**config.mk**
```make
export PLATFORM = sky130hd
export DESIGN_NAME = botonera_antirrebote
export DESIGN_NICKNAME = d
export VERILOG_FILES = /design/src/rtl/botonera_antirrebote.sv
export SDC_FILE = /design/constraint.sdc
export NUM_CORES = 1
export LEC_CHECK = 0
export ABC_AREA = 0
export CAP_MARGIN = 40
export CORE_ASPECT_RATIO = 0.6
export CORE_MARGIN = 4
export CORE_UTILIZATION = 45
export DETAILED_ROUTE_END_ITERATION = 6
export GPL_ROUTABILITY_DRIVEN = 0
export SYNTH_ARGS = -nofsm -noshare
export SYNTH_HDL_FRONTEND = slang
export SYNTH_SLANG_ARGS = --single-unit
```
**constraint.sdc**
```tcl
create_clock -name CLK -period 2.32 [get_ports CLK]
set_clock_uncertainty 0.1 [all_clocks]
set_input_delay 0.464 -clock CLK [delete_from_list [all_inputs] [get_ports CLK]]
set_output_delay 0.464 -clock CLK [all_outputs]
set_load 0.02 [all_outputs]
```
**src/rtl/botonera_antirrebote.sv**
```systemverilog
// Front-panel button conditioning: 2-flop sync, per-button debounce, one-hot held event with Ack/timeout.
// Optional autorepeat for arriba/abajo is built when the AUTOREPEAT_EN macro is defined.
module botonera_antirrebote #(
    parameter logic [15:0] DEB_CYC  = 16'd50000,
    parameter logic [23:0] HOLD_MAX = 24'd1000000
`ifdef AUTOREPEAT_EN
    ,
    parameter logic [23:0] REP_DELAY = 24'd25000000,
    parameter logic [23:0] REP_RATE  = 24'd5000000
`endif
) (
    input  logic       CLK,
    input  logic       RST,
    input  logic [4:0] BTN,
    input  logic       Ack,
    output logic       Barriba,
    output logic       Babajo,
    output logic       Bderecha,
    output logic       Bizquierda,
    output logic       Bcentro,
    output logic       Pend
);

    typedef enum logic [0:0] {
        ST_IDLE = 1'b0,
        ST_HOLD = 1'b1
    } state_t;

    logic [4:0]  sync1_r;
    logic [4:0]  sync2_r;
    logic [4:0]  stable_r;
    logic [4:0]  stable_d_r;
    logic [4:0]  armed_r;
    logic [4:0]  press_r;
    logic [1:0]  valid_r;
    logic [15:0] deb_cnt_r [5];

    logic [4:0]  rise_s;
    logic [4:0]  rep_hit_s;
    logic [4:0]  strobe_s;

    state_t      state_r;
    state_t      state_s;
    logic [4:0]  evt_r;
    logic [4:0]  evt_s;
    logic        pend_r;
    logic        pend_s;
    logic [23:0] hold_cnt_r;
    logic [23:0] hold_cnt_s;

    // Fixed arbitration order: centro > izquierda > derecha > arriba > abajo
    function automatic logic [4:0] pick_one(input logic [4:0] req);
        logic [4:0] grant;
        if (req[4]) begin
            grant = 5'b10000;
        end else if (req[3]) begin
            grant = 5'b01000;
        end else if (req[2]) begin
            grant = 5'b00100;
        end else if (req[0]) begin
            grant = 5'b00001;
        end else if (req[1]) begin
            grant = 5'b00010;
        end else begin
            grant = 5'b00000;
        end
        return grant;
    endfunction

    // Two-flop synchroniser plus a marker telling when sync2 holds a real sample
    always_ff @(posedge CLK) begin
        if (RST) begin
            sync1_r <= 5'b0;
            sync2_r <= 5'b0;
            valid_r <= 2'b0;
        end else begin
            sync1_r <= BTN;
            sync2_r <= sync1_r;
            valid_r <= {valid_r[0], 1'b1};
        end
    end

    // Per-button debounce: stable level flips after DEB_CYC consecutive differing samples
    always_ff @(posedge CLK) begin
        if (RST) begin
            stable_r <= 5'b0;
            for (int i = 0; i < 5; i++) begin
                deb_cnt_r[i] <= 16'd0;
            end
        end else begin
            for (int i = 0; i < 5; i++) begin
                if (sync2_r[i] == stable_r[i]) begin
                    deb_cnt_r[i] <= 16'd0;
                end else if (deb_cnt_r[i] == (DEB_CYC - 16'd1)) begin
                    stable_r[i]  <= ~stable_r[i];
                    deb_cnt_r[i] <= 16'd0;
                end else begin
                    deb_cnt_r[i] <= deb_cnt_r[i] + 16'd1;
                end
            end
        end
    end

    // A button only produces presses once it has been seen released since reset
    always_ff @(posedge CLK) begin
        if (RST) begin
            stable_d_r <= 5'b0;
            armed_r    <= 5'b0;
            press_r    <= 5'b0;
        end else begin
            stable_d_r <= stable_r;
            armed_r    <= armed_r | ({5{valid_r[1]}} & ~sync2_r & ~stable_r);
            press_r    <= strobe_s;
        end
    end

`ifdef AUTOREPEAT_EN
    logic [23:0] rep_cnt_r   [2];
    logic [1:0]  rep_phase_r;

    // Repeat strobe fires at REP_DELAY after the rise, then every REP_RATE
    always_comb begin
        rep_hit_s = 5'b0;
        for (int i = 0; i < 2; i++) begin
            if (stable_r[i] && (rep_cnt_r[i] == (rep_phase_r[i] ? REP_RATE : REP_DELAY))) begin
                rep_hit_s[i] = 1'b1;
            end else begin
                rep_hit_s[i] = 1'b0;
            end
        end
    end

    // Repeat counters run while the stable level is high and clear on release
    always_ff @(posedge CLK) begin
        if (RST) begin
            rep_phase_r <= 2'b0;
            for (int i = 0; i < 2; i++) begin
                rep_cnt_r[i] <= 24'd0;
            end
        end else begin
            for (int i = 0; i < 2; i++) begin
                if (!stable_r[i]) begin
                    rep_cnt_r[i]   <= 24'd0;
                    rep_phase_r[i] <= 1'b0;
                end else if (rep_hit_s[i]) begin
                    rep_cnt_r[i]   <= 24'd1;
                    rep_phase_r[i] <= 1'b1;
                end else begin
                    rep_cnt_r[i]   <= rep_cnt_r[i] + 24'd1;
                end
            end
        end
    end
`else
    // No autorepeat in this build
    always_comb begin
        rep_hit_s = 5'b0;
    end
`endif

    // Press strobes: stable rising edges plus any repeat hits, gated by arming
    always_comb begin
        rise_s   = stable_r & ~stable_d_r;
        strobe_s = (rise_s | rep_hit_s) & armed_r;
    end

    // Event FSM state register
    always_ff @(posedge CLK) begin
        if (RST) begin
            state_r    <= ST_IDLE;
            evt_r      <= 5'b0;
            pend_r     <= 1'b0;
            hold_cnt_r <= 24'd0;
        end else begin
            state_r    <= state_s;
            evt_r      <= evt_s;
            pend_r     <= pend_s;
            hold_cnt_r <= hold_cnt_s;
        end
    end

    // Event FSM next state: latch one press in IDLE, hold until Ack or timeout
    always_comb begin
        state_s    = state_r;
        evt_s      = evt_r;
        pend_s     = pend_r;
        hold_cnt_s = hold_cnt_r;
        case (state_r)
            ST_IDLE: begin
                if (|press_r) begin
                    evt_s      = pick_one(press_r);
                    pend_s     = 1'b1;
                    hold_cnt_s = 24'd0;
                    state_s    = ST_HOLD;
                end else begin
                    evt_s      = 5'b0;
                    pend_s     = 1'b0;
                    hold_cnt_s = 24'd0;
                end
            end
            ST_HOLD: begin
                if (Ack || (hold_cnt_r == (HOLD_MAX - 24'd1))) begin
                    evt_s      = 5'b0;
                    pend_s     = 1'b0;
                    hold_cnt_s = 24'd0;
                    state_s    = ST_IDLE;
                end else begin
                    hold_cnt_s = hold_cnt_r + 24'd1;
                end
            end
            default: begin
                evt_s      = 5'b0;
                pend_s     = 1'b0;
                hold_cnt_s = 24'd0;
                state_s    = ST_IDLE;
            end
        endcase
    end

    assign Barriba    = evt_r[0];
    assign Babajo     = evt_r[1];
    assign Bderecha   = evt_r[2];
    assign Bizquierda = evt_r[3];
    assign Bcentro    = evt_r[4];
    assign Pend       = pend_r;

endmodule

```
==> results of run 1 <==
## registers in the layout, summed over array words and instances (netlist names)
register    count
deb_cnt_r      80
hold_cnt_r     24
armed_r         5
evt_r           5
press_r         5
stable_d_r      5
stable_r        5
sync1_r         5
sync2_r         5
valid_r         2
Pend            1
state_r         1
## worst max-delay path, stage by stage (launching register included)
cell and delay, ns:
dfxtp_1 0.40, nand3_2 0.20, or4_1 0.70, or4_1 0.52, a21oi_1 0.14
## cell usage in the layout (no fill, tap or decap), drive strengths merged, types with 10 or more instances in the layout
cell type / n
conb: 80
clkdlybuf4s50: 13
and3: 16
or3: 20
inv: 23
nand4: 26
clkbuf: 27
edfxtp: 80
xor2: 24
nor2b: 17
a21oi: 20
nor2: 108
nand3: 40
nand2: 35
nor4: 20
dfxtp: 63
xnor2: 54
o21ai: 20
and4: 10
nor3: 17
## worst paths after layout
check                      from              to  slack (ns)  cells past startpoint
hold / removal       sync1_r[0]      sync2_r[0]        0.34                      1
hold reg to reg      sync1_r[0]      sync2_r[0]        0.34                      1
setup / recovery  hold_cnt_r[2]  hold_cnt_r[23]        0.20                      4
setup reg to reg  hold_cnt_r[2]  hold_cnt_r[23]        0.20                      4
## cells by family (layout without fill, tap and decap cells)
family          Yosys count  in the layout  synth area share [%]
xor+xnor                 78             78                  10.2
compound gates           46             46                  3.68
flops                   143            143                  54.6
mux                       5              5                 0.747
buf+inv                  40             71                  2.26
other cells               1             80                0.0559
fa+ha+maj                 6              6                  1.12
simple gates            343            343                  27.3
## per-stage QoR
step           cell area (um^2)  hold WS [ns]
6_report                   7990         0.337
5_1_grt                    7990         0.356
4_1_cts                    7990         0.340
3_5_place_dp               7360         0.326
3_3_place_gp               7360         0.317
2_1_floorplan              7000         0.314
## layer usage
layer | global-route usage (%) | wire length (um)
met5 | 0 | 0
met4 | 4.63 | 71
met3 | 3.72 | 463
met2 | 22.5 | 5130
met1 | 22.9 | 6560
## layout make-up
class,instances,area [um^2]
multi-input cells,558,3190
inverters,21,78.8
flip-flops and latches,143,3660
repair buffers,18,180
clock buffers,27,599
well taps,198,248
fillers,1275,6560
clock inverters,5,31.3
## power by group
group	leakage, nW	switching (mW)	total [mW]	internal (mW)
combinational	1.10	0.0955	0.173	0.0777
sequential	1.34	0.0805	2.83	2.75
clock	0.316	1.04	2.82	1.78
total	2.76	1.22	5.83	4.61
==> summary.md, run 1 <==
| Metric | Value |
|---|---|
| Outcome | `completed` |
| FMAX | `around 470 MHz` |
| Final total power | `5.83 mW` |
| Post-cts resize count | `0` |
| Worst min path class | `flip-flop to flip-flop` |
| Slew headroom | `between 60% and 70%` |
| Worst path arrival time | `approximately 2.4 ns` |
| Leakage | `~2.8 nW` |
| Setup TNS | `0 ns` |
| Initial DRC count | `270` |
| Critical path peak fanout | `9` |
| Final Util | `54.9%` |
| Via density | `about 5.0` |
| Setup crit end kind | `flip-flop` |
| Max-cap viol count | `0` |
| Die Area | `between 15000 and 20000 um^2` |
| Maximum vdd drop | `around 0.0004 V` |
| Mapped Cells | `662` |
| Post-synth top area share | `a little over a third` |
| Clock buffer count from CTS | `17` |
| Vias in the first global route | `between 4000 and 5000` |
| Least-Margin Pin Slew | `0.569 ns` |
| Data required, critical path | `between 2 and 3 ns` |
| Synth area leaders | `edfxtp_1 36%, dfxtp_1 19%, xnor2_1 7.1%` |
| Slew Viols, Final | `0` |
| CTS Hold Buffers Added | `0` |
| DRT antenna net count | `0` |
| CTS tree | `yes` |
| Congestion Overflow GR | `0` |
| Vias | `around 4800` |
| Synth Flop Type | `edfxtp_1` |
| Rows | `34` |
| Yosys warning count | `0` |
| Synthesized cell area | `roughly 6700 um^2` |
| Starting Density | `a little under half` |
| Detail Placement HPWL | `between 8 and 9 mm` |
| Latest clock arrival within the worst-skew pair | `0.41 ns` |
| Nets | `between 700 and 800` |
| CTS sink cnt | `roughly 140` |
| Final WL | `approximately 12 mm` |
| Setup repair bufs after CTS | `0` |
| Total GRT Usage | `15.4%` |
| DRC | `0` |
| Core Box Area | `approximately 15000 um^2` |
| Number of enable flip-flop cells after synthesis | `80` |
| Diodes inserted | `0` |
| Place WS | `between 0.1 and 0.15 ns` |
| Reg clk slew, reported paths | `about 0.070 ns` |
| P per Cell Area | `730 nW/um^2` |
| Syn Area/Cell | `10.1 um^2` |
| Die Height | `about 100 um` |
| Ports | `14` |
| Area growth from synthesis to layout | `19.1%` |
| Final Non-Filler Cells | `970` |
| Final setup viols | `0` |
| Slack of the critical path | `~0.20 ns` |
| Post-DR wirelength/cell | `approximately 13 um` |
| Final Cycle Share | `91.2%` |
| Async S/R FF share, synth | `0%` |
| Sequential fraction of the synthesis area | `between 50% and 60%` |
| Post-synth top area cell | `edfxtp_1` |
| Distinct cells, synth | `35` |
| CTS root buffer | `clkbuf_16` |
| Largest net degree at the start of global routing | `39` |
| Initial antenna violation count | `0` |
| CTS max path bufs | `2` |
| Share of layout cells above drive strength 1 | `5.05%` |
| Crit path kind | `flip-flop to flip-flop` |
| DRT Pass-1 Iters | `5` |
| First-pass GRT wire length | `about 21 mm` |
| PortBufs | `13` |
| Die W | `~170 um` |
| FF+latch count, synth | `143` |
| Placed cells | `938` |
| H-tree depth reported by CTS | `4` |
| Post-layout minimum cycle time | `~2.1 ns` |
| Most frequent cell after synthesis | `nor2_1` |
| Commonest cells post-synth | `108 x nor2_1, 80 x edfxtp_1, 63 x dfxtp_1` |
| Count of final hold-check violations | `0` |
| RSZ-0062 raised after global routing | `false` |
| CP Launch Type | `flip-flop` |
(Power assumes the default switching activity.)
==> run 2, diff against run 1 <==
CORE_MARGIN = unset   (was 4)
==> summary.md, run 2 (synthesis gave the netlist of run 1 again) <==
| Metric | Value |
|---|---|
| Clock buffer count from CTS | `17 (unchanged)` |
| Slew Viols, Final | `0 (unchanged)` |
| Placed cell areas | `7360 um^2 (+0.10%)` |
| Detail Placement HPWL | `8.47 mm (-2.0%)` |
| Largest register FFs | `80 (unchanged)` |
| Die Height | `96.5 um (-5.9%)` |
| Congestion Overflow GR | `0 (unchanged)` |
| Final Util | `54.9% (about the same)` |
| Critical path peak fanout | `9 (unchanged)` |
| Crit path kind | `flip-flop to flip-flop` |
| Slack of the critical path | `0.167 ns (-0.0380 ns)` |
| Setup repair bufs after CTS | `0 (unchanged)` |
| Outcome | `completed` |
| Biggest register | `deb_cnt_r` |
| Die Area | `15400 um^2 (-9.3%)` |
| CTS tree | `yes` |
| Largest net degree at the start of global routing | `39 (unchanged)` |
| Diodes inserted | `0 (unchanged)` |
| RSZ-0062 raised after global routing | `false` |
| Total GRT Usage | `17.0% (+1.6 points)` |
| Worst min path class | `flip-flop to flip-flop` |
| Setup crit end kind | `flip-flop` |
| H-tree depth reported by CTS | `4 (unchanged)` |
| Count of final hold-check violations | `0 (unchanged)` |
| Starting Density | `46.2% (+0.14 points)` |
| Setup TNS | `0 ns (unchanged)` |
| Worst path arrival time | `2.39 ns (+0.03 ns)` |
| Area growth from synthesis to layout | `18.8%` |
| Top cell by count, worst path | `or4_1` |
| Data required, critical path | `2.56 ns (about the same)` |
| Slowest cell delay on critical path | `0.71 ns (about the same)` |
| Post-cts resize count | `0 (unchanged)` |
| Commonest non-fill, non-tap cell in the layout | `nor2_1` |
| GR Util met2 | `25.0% (+2.5 points)` |
| Reg clk slew, reported paths | `0.06 ns (about the same)` |
| Final WL | `12.3 mm (+0.48%)` |
| Share of layout cells above drive strength 1 | `5.30% (+0.25 points)` |
| Post-layout minimum cycle time | `2.15 ns (+0.0380 ns)` |
| CP Launch Type | `flip-flop` |
| Final setup viols | `0 (unchanged)` |
| Leakage | `2.75 nW (-0.19%)` |
| PortBufs | `13 (unchanged)` |
| Final Cycle Share | `92.8% (+1.6 points)` |
| Crit path max-delay cell type | `or4_1` |
| DRT Pass-1 Iters | `6 (+1)` |
| Largest regs | `deb_cnt_r (80), hold_cnt_r (24)` |
| Initial DRC count | `238 (-12%)` |
| Rows | `34 (unchanged)` |
| DRT antenna net count | `0 (unchanged)` |
| Final total power | `5.73 mW (-1.7%)` |
| Met3 usage | `4.10% (+0.38 points)` |
| Commonest cells after routing, fill and taps aside | `108 x nor2_1, 80 x edfxtp_1, 80 x conb_1, 63 x dfxtp_1, 54 x xnor2_1` |
| Final Cell Area | `7970 um^2 (-0.25%)` |
| Initial antenna violation count | `0 (unchanged)` |
| Die W | `160 um (-3.6%)` |
| Least-Margin Pin Slew | `0.617 ns (+0.0481 ns)` |
| Max-cap viol count | `0 (unchanged)` |
| Largest delay share family, worst path | `simple AND/OR/NAND/NOR gates` |
| Maximum vdd drop | `0.000493 V (+23%)` |
| Ports | `14 (unchanged)` |
| FMAX | `464 MHz (-1.8%)` |
| Place WS | `0.160 ns (+0.0130 ns)` |
| Core Box Area | `14500 um^2 (-0.29%)` |
| CTS sink cnt | `143 (unchanged)` |
| CTS root buffer | `clkbuf_16` |
| DRC | `0 (unchanged)` |
| GR peak layer | `met2` |
| Via density | `5.02 (+0.62%)` |
| P per Cell Area | `719 nW/um^2 (-1.5%)` |
| CTS Hold Buffers Added | `0 (unchanged)` |
| Vias | `4871 (+0.72%)` |
| Slew headroom | `58.9% (-3.2 points)` |
| M1 GR Usage | `24.1% (+1.3 points)` |
| Latest clock arrival within the worst-skew pair | `0.42 ns (about the same)` |
| CTS max path bufs | `2 (unchanged)` |
| Post-DR wirelength/cell | `12.7 um (+0.38%)` |
| Vias in the first global route | `4386 (-1.5%)` |
| Nets | `774 (+0.13%)` |
| First-pass GRT wire length | `20.7 mm (-1.4%)` |
| Crit-path cells | `nand3_2 > or4_1 > or4_1 > a21oi_1` |
| CP Buf/Inv Count | `0 (unchanged)` |
run 2: cell count changes in the layout (fill, tap and decap cells not counted), sizes merged:
cell | previous run | this run
buf | 5 | 6
clkbuf | 27 | 25
clkinv | 3 | 5
run 2: cell type report:
cell class	instances	area (um^2)
sequential	143	3660
tap	198	248
clock buffer	25	562
multi-input combinational	558	3190
timing repair buffer	19	188
inverter	21	78.8
fill	1311	6540
clock inverter	7	41.3
run 2: final timing paths:
path                  from        endpoint  slack, ns  depth (start not counted)
max          hold_cnt_r[4]  hold_cnt_r[23]       0.17                          4
min             sync1_r[1]      sync2_r[1]       0.33                          1
max reg2reg  hold_cnt_r[4]  hold_cnt_r[23]       0.17                          4
min reg2reg     sync1_r[1]      sync2_r[1]       0.33                          1
run 2: power by group:
group / internal [mW] / switching, mW / total (mW)
clock: 1.68 / 1.04 / 2.72
combinational: 0.0777 / 0.0929 / 0.171
sequential: 2.75 / 0.0810 / 2.83
run 2: through the flow:
stage               instances  hold WS (ns)
floorplan                 741         0.314
global placement          939         0.321
detailed placement        939         0.322
CTS                       971         0.336
global route              971         0.361
finish                    971         0.333
run 2: metal layers:
layer	up-vias	part of all wire (%)
met1	2262	54
met2	82	41
met4	0	1.3
li1	2504	-
met3	23	3.7
met5	-	0
